--- src/rtl/fsk16_zc_demod.sv ---
// 16-FSK zero-crossing demodulator: hysteresis comparator, per-window rising-crossing count, count-to-symbol decision.
// Optional saturating clamped-symbol counter on err_cnt when FSK_DEMOD_ERRCNT_EN is defined.
module fsk16_zc_demod #(
  parameter int ADC_W      = 12,
  parameter int HYST       = 64,
  parameter int SYM_CYCLES = 400,
  parameter int BASE_CNT   = 4,
  parameter int STEP_CNT   = 2
) (
  input  logic                    clk,
  input  logic                    reset,
  input  logic signed [ADC_W-1:0] adc_in,
  input  logic                    sym_start,
  output logic [3:0]              data_out,
  output logic                    data_valid,
  output logic                    sym_err,
  output logic [15:0]             err_cnt
);

  localparam int WCNT_W  = $clog2(SYM_CYCLES);
  localparam int CNT_W   = WCNT_W + 1;
  localparam int STEP_SH = $clog2(STEP_CNT);
  localparam logic signed [ADC_W-1:0] POS_TH = ADC_W'(HYST);
  localparam logic signed [ADC_W-1:0] NEG_TH = ADC_W'(-HYST);

  typedef enum logic [1:0] {CMP_UNK, CMP_NEG, CMP_POS} cmp_t;

  // Returns {clamped, symbol}; rounds the count to the nearest symbol step.
  function automatic logic [4:0] decide(input logic [CNT_W-1:0] c);
    logic [31:0] cw;
    logic [31:0] s;
    cw = 32'(c);
    if (cw < 32'(BASE_CNT)) return 5'b1_0000;
    s = (cw - 32'(BASE_CNT) + 32'(STEP_CNT / 2)) >> STEP_SH;
    if (s > 32'd15) return 5'b1_1111;
    return {1'b0, s[3:0]};
  endfunction

  cmp_t              r_cmp;
  cmp_t              w_cmp_nxt;
  logic              w_cross;
  logic              w_ge_pos;
  logic              w_le_neg;
  logic [WCNT_W-1:0] r_wcnt;
  logic [CNT_W-1:0]  r_cnt;
  logic [CNT_W-1:0]  w_cnt_fin;
  logic              w_last;
  logic              w_eow;
  logic [4:0]        w_dec;
  logic [3:0]        r_data;
  logic              r_valid;
  logic              r_err;

  assign w_ge_pos = (adc_in >= POS_TH);
  assign w_le_neg = (adc_in <= NEG_TH);

  always_ff @(posedge clk) begin
    if (!reset) r_cmp <= CMP_UNK;
    else        r_cmp <= w_cmp_nxt;
  end

  // Only a NEG->POS transition is a rising crossing; UNK must see a negative level first.
  always_comb begin
    w_cmp_nxt = r_cmp;
    w_cross   = 1'b0;
    case (r_cmp)
      CMP_UNK: if (w_le_neg) w_cmp_nxt = CMP_NEG;
      CMP_NEG: if (w_ge_pos) begin
        w_cmp_nxt = CMP_POS;
        w_cross   = 1'b1;
      end
      CMP_POS: if (w_le_neg) w_cmp_nxt = CMP_NEG;
      default: w_cmp_nxt = CMP_UNK;
    endcase
  end

  assign w_last    = (r_wcnt == WCNT_W'(SYM_CYCLES - 1));
  assign w_eow     = w_last && !sym_start;
  assign w_cnt_fin = r_cnt + CNT_W'(w_cross);
  assign w_dec     = decide(w_cnt_fin);

  // sym_start makes the current sample index 0, so the counter resumes at 1.
  always_ff @(posedge clk) begin
    if (!reset) begin
      r_wcnt  <= '0;
      r_cnt   <= '0;
      r_data  <= 4'd0;
      r_err   <= 1'b0;
      r_valid <= 1'b0;
    end else begin
      r_valid <= w_eow;
      if (sym_start) begin
        r_wcnt <= WCNT_W'(1);
        r_cnt  <= CNT_W'(w_cross);
      end else if (w_last) begin
        r_wcnt <= '0;
        r_cnt  <= '0;
        r_data <= w_dec[3:0];
        r_err  <= w_dec[4];
      end else begin
        r_wcnt <= r_wcnt + WCNT_W'(1);
        r_cnt  <= w_cnt_fin;
      end
    end
  end

  assign data_out   = r_data;
  assign data_valid = r_valid;
  assign sym_err    = r_err;

`ifdef FSK_DEMOD_ERRCNT_EN
  logic [15:0] r_err_cnt;

  always_ff @(posedge clk) begin
    if (!reset)
      r_err_cnt <= 16'h0000;
    else if (w_eow && w_dec[4] && (r_err_cnt != 16'hFFFF))
      r_err_cnt <= r_err_cnt + 16'h0001;
  end

  assign err_cnt = r_err_cnt;
`else
  assign err_cnt = 16'h0000;
`endif

endmodule

--- config.mk ---
export PLATFORM = sky130hd
export DESIGN_NAME = fsk16_zc_demod
export DESIGN_NICKNAME = d
export VERILOG_FILES = /design/src/rtl/fsk16_zc_demod.sv
export SDC_FILE = /design/constraint.sdc
export NUM_CORES = 1
export LEC_CHECK = 0
export ABC_CLOCK_PERIOD_IN_PS = 9100
export BUFFER_PORTS_ARGS = -buffer_cell sky130_fd_sc_hd__buf_2
export CORE_UTILIZATION = 58
export CTS_CLUSTER_DIAMETER = 30
export CTS_CLUSTER_SIZE = 24
export DETAILED_ROUTE_END_ITERATION = 7
export PLACE_DENSITY = 0.91
export SLEW_MARGIN = 5
export SYNTH_ARGS = -nofsm -noshare
export SYNTH_HDL_FRONTEND = slang
export SYNTH_SLANG_ARGS = --single-unit
--- constraint.sdc ---
create_clock -name clk -period 9.1 [get_ports clk]
set_clock_uncertainty 0.1 [all_clocks]
set_input_delay 0 -clock clk [delete_from_list [all_inputs] [get_ports clk]]
set_output_delay 0 -clock clk [all_outputs]
set_load 0.02 [all_outputs]
==> metrics list <==
- Hold WC Path Type: input port to flip-flop
- Worst hold slack after final layout: 0.0210 ns
* Number of remaining DRC errors: 0
- The first global-routing pass estimated 5.51 mm of wire.
- For this configuration, the core starts out at a cell density of 0.612.
- In this run the power spent charging and discharging nets is 51.7 uW.
* Register-to-register setup slack: 5.77 ns
* Iteration count of the initial detailed-routing pass: 4
- Cells after Synth: 199
- Initial antenna violation count: 0
* Clk Tree Root Cell: sky130_fd_sc_hd__clkbuf_4
* Cell count of the worst hold path: 5
* Launch point of the worst reg-to-reg path: r_cmp[0]
- The total overflow left after global routing is 0.
- Final slew viol count: 0
- Area growth from synthesis to layout: 5.83%
* Power share of the sequential group: 0.620
- In the final layout, the share of cells above drive strength 1 is 0.137.
- The die covers 0.00310 mm^2.
- Clock Tree Buf Depth: 2
- Max-cap viol count: 0
- Tracing the worst setup path back leads to its startpoint at r_cmp[0].
- In the routed layout, each cell is associated on average with a via count of 5.47.
- The detail route stage leaves a number of antenna-violating nets equal to 0.
- Yosys mapped a number of flops with a built-in enable equal to 0.
* Multiplexer area fraction after synthesis: 0.00598
- Of the total synthesized cell area, the portion taken by full adders, half adders and majority gates is 0.0374.
- Top flip-flop cell by instance count after synthesis: sky130_fd_sc_hd__dfxtp_1
* Clk pwr share: 0.282
- Number of nets at the end of the flow: 240
- For this run, the share of the core covered by cells in the final layout is 0.648.
* Slew at the pin with the worst max-slew slack: 0.666 ns
- Kind of critical path: flip-flop to flip-flop
* RSZ-0062 raised after global routing: no
* Switch share: 0.266
* Detailed-route wire length: 3.23 mm
- End point of the worst hold path: r_cmp[1]
* Routability congestion estimate from global placement: 0.861
- Tcrit/Tclk final: 0.366
* Average routed wire per standard cell: 12.9 um
- The worst setup path is launched from a flip-flop.
- In this run the number of H-tree levels came out at 1.
- The share of total power dissipated in combinational logic is 0.097.
* Setup bufs post-CTS: 0
- Entering global routing, the biggest net connects 18 pins.
- The number of gates resized after CTS was 0.
- Number of rows in the core area: 19
- Simple-gate area share of the yosys netlist: 0.248
- Critical path peak fanout: 10
- Core region area: 0.00273 mm^2
- Compound-cell area share of the yosys netlist: 0.138
- The number of clock buffers added by TritonCTS is 3.
* TritonCTS clock tree: done
* Number of warnings printed during yosys synthesis: 0
- The later pin in the worst-skew pair is clocked with a latency of 0.34 ns.
* Required arrival time at the worst endpoint: 9.23 ns
- IO buf count: 20
* Number of cells on the worst reg-to-reg path: 11
* PwrDens: 110 mW/mm^2
- Derived from the worst setup path, the maximum achievable clock frequency is 300 MHz.
* Result of the run: finished clean
- The number of hold buffers added after CTS was 4.
- The number of global-route vias before repair is 1290.
* Share of async-settable or async-resettable flops after synthesis: 0
* Antenna cells: 0
* Dpl hpwl: 2.34 mm
* Reg-to-reg critical path endpoint: data_out[3]
- Via count: 1367
* GRT Util Overall: 0.219
* FF+latch count, synth: 27
- Number of failing setup endpoints in the final timing report: 0
* Avg Cell Area, Syn: 8.41 um^2
- Number of DRC markers in iteration 0: 51
- In this run the most critical hold path is launched from adc_in[11].
- Die outline height: 55.7 um
- Post-synthesis sequential area ratio: 0.323
* Unique cell type count in the Yosys netlist: 43
- Critical path data arrival time: 3.46 ns
* Final hold violation count: 0
* Post-CTS clock slew at the launch and capture registers of the worst setup and hold paths: 0.15 ns
* Io pins: 37
* Worst ir drop on vdd: 0.128 mV
* Dominant combinational cell family by area after synthesis: simple AND/OR/NAND/NOR gates
- Die W: 55.7 um
* TritonCTS sink count: 27
- Fin Setup TNS: 0 ns
* Leakage: 0.000721 uW
* Cell-internal power: 143 uW
- Max-slew headroom at the worst pin: 0.555
- STA classifies the critical path endpoint as a flip-flop.
- The cell area that synthesis handed to floorplanning was 0.00167 mm^2.
- Final-layout fill cell count: 237
- XOR/XNOR share of the synthesized area: 0.134
- The smallest clock period supported by the final layout is computed as 3.33 ns.
-- worst max-delay path: stages, from the launching register on --
cell                       delay, ns
sky130_fd_sc_hd__dfxtp_1        0.39
sky130_fd_sc_hd__nand2_1        0.06
sky130_fd_sc_hd__nor2_1         0.21
sky130_fd_sc_hd__ha_1           0.46
sky130_fd_sc_hd__nand3_1        0.15
sky130_fd_sc_hd__xor2_1         0.23
sky130_fd_sc_hd__ha_1           0.27
sky130_fd_sc_hd__xnor3_1        0.34
sky130_fd_sc_hd__or4_1          0.40
sky130_fd_sc_hd__a311oi_1       0.27
sky130_fd_sc_hd__o22a_2         0.25
sky130_fd_sc_hd__a32oi_1        0.10
-- worst max path at each step --
stage / depth (start not counted) / slack (ns) / end
2_1_floorplan: 12 / 6.22 / data_out[1]
3_3_place_gp: 14 / 5.96 / data_out[3]
3_5_place_dp: 11 / 5.83 / data_out[3]
4_1_cts: 11 / 5.78 / data_out[3]
5_1_grt: 11 / 5.49 / data_out[2]
6_report: 11 / 5.77 / data_out[3]
-- power by group through the flow --
stage	Combinational [uW]	Sequential, uW	Clock, uW
2_1_floorplan	17.6	123	0
3_3_place_gp	17.0	123	0
3_5_place_dp	17.4	123	0
4_1_cts	18.6	121	55.4
5_1_grt	20.9	121	60.1
6_report	18.9	121	54.9
-- metal layers --
layer	vias to the layer above	wire length, um	part of all wire	GRT usage
met5	-	0	0	0
met4	0	36	0.011	0.0429
met3	7	82	0.025	0.0488
met2	24	1630	0.51	0.391
met1	628	1480	0.46	0.270
li1	708	-	-	-
-- final cells by class --
cell class	instances	area, um^2	share of cell area
tap	31	38.8	0.0219
clock buffer	3	22.5	0.0127
multi-input combinational	159	1000	0.566
sequential	27	541	0.305
timing repair buffer	24	140	0.0792
clock inverter	1	7.51	0.00424
inverter	5	18.8	0.0106
-- sequential cells by signal (all words and copies together) (netlist names) --
register	cells
data_valid	1
r_cmp	2
data_out	4
r_cnt	10
sym_err	1
r_wcnt	9
-- through the flow --
step,setup slack (ns),instances,area [um^2],total power [uW]
after global routing,5.49,250,1770,202
after detailed placement,5.83,242,1700,141
final,5.77,250,1770,194
after CTS,5.78,250,1770,195
after floorplan,6.22,214,1730,141
after global placement,5.96,242,1700,140
-- cell families (layout without fill, tap and decap cells) --
| logic type | count (synthesis) | in the layout |
|---|---|---|
| and+or+nand+nor | 81 | 81 |
| AOI/OAI and AO/OA | 32 | 32 |
| buffers and inverters | 28 | 33 |
| DFF | 27 | 27 |
| xor gates and xnor gates | 24 | 24 |
| adders and majority gates | 5 | 5 |
| other | 1 | 16 |
| muxes | 1 | 1 |
-- cells in the mapped netlist, drive strengths merged (2+ instances only) --
cell	instances	area share
nor3b	4	0.018
and3	3	0.011
o21ai	6	0.018
xor2	10	0.052
nand4	4	0.015
a32oi	4	0.021
buf	22	0.098
xnor2	13	0.068
nor3	3	0.0090
inv	5	0.011
ha	5	0.037
nand2	13	0.029
nor2	27	0.061
and4	2	0.012
nand2b	2	0.0075
o211ai	2	0.0090
or4	5	0.025
a21oi	7	0.021
dfxtp	27	0.32
nor2b	3	0.011
o21a	2	0.0090
a31oi	4	0.019
nand3	11	0.033
-- cells in the final DEF, fill, tap and decap left out, types with 5 or more instances in the layout --
cell type and instances:
sky130_fd_sc_hd__conb_1 16, sky130_fd_sc_hd__nor2_1 27, sky130_fd_sc_hd__xnor2_1 13, sky130_fd_sc_hd__inv_1 5, sky130_fd_sc_hd__nand3_1 11, sky130_fd_sc_hd__o21ai_0 6, sky130_fd_sc_hd__dfxtp_1 27, sky130_fd_sc_hd__buf_2 20
sky130_fd_sc_hd__xor2_1 10, sky130_fd_sc_hd__nand2_1 13, sky130_fd_sc_hd__ha_1 5, sky130_fd_sc_hd__a21oi_1 7
(Power assumes the default switching activity.)
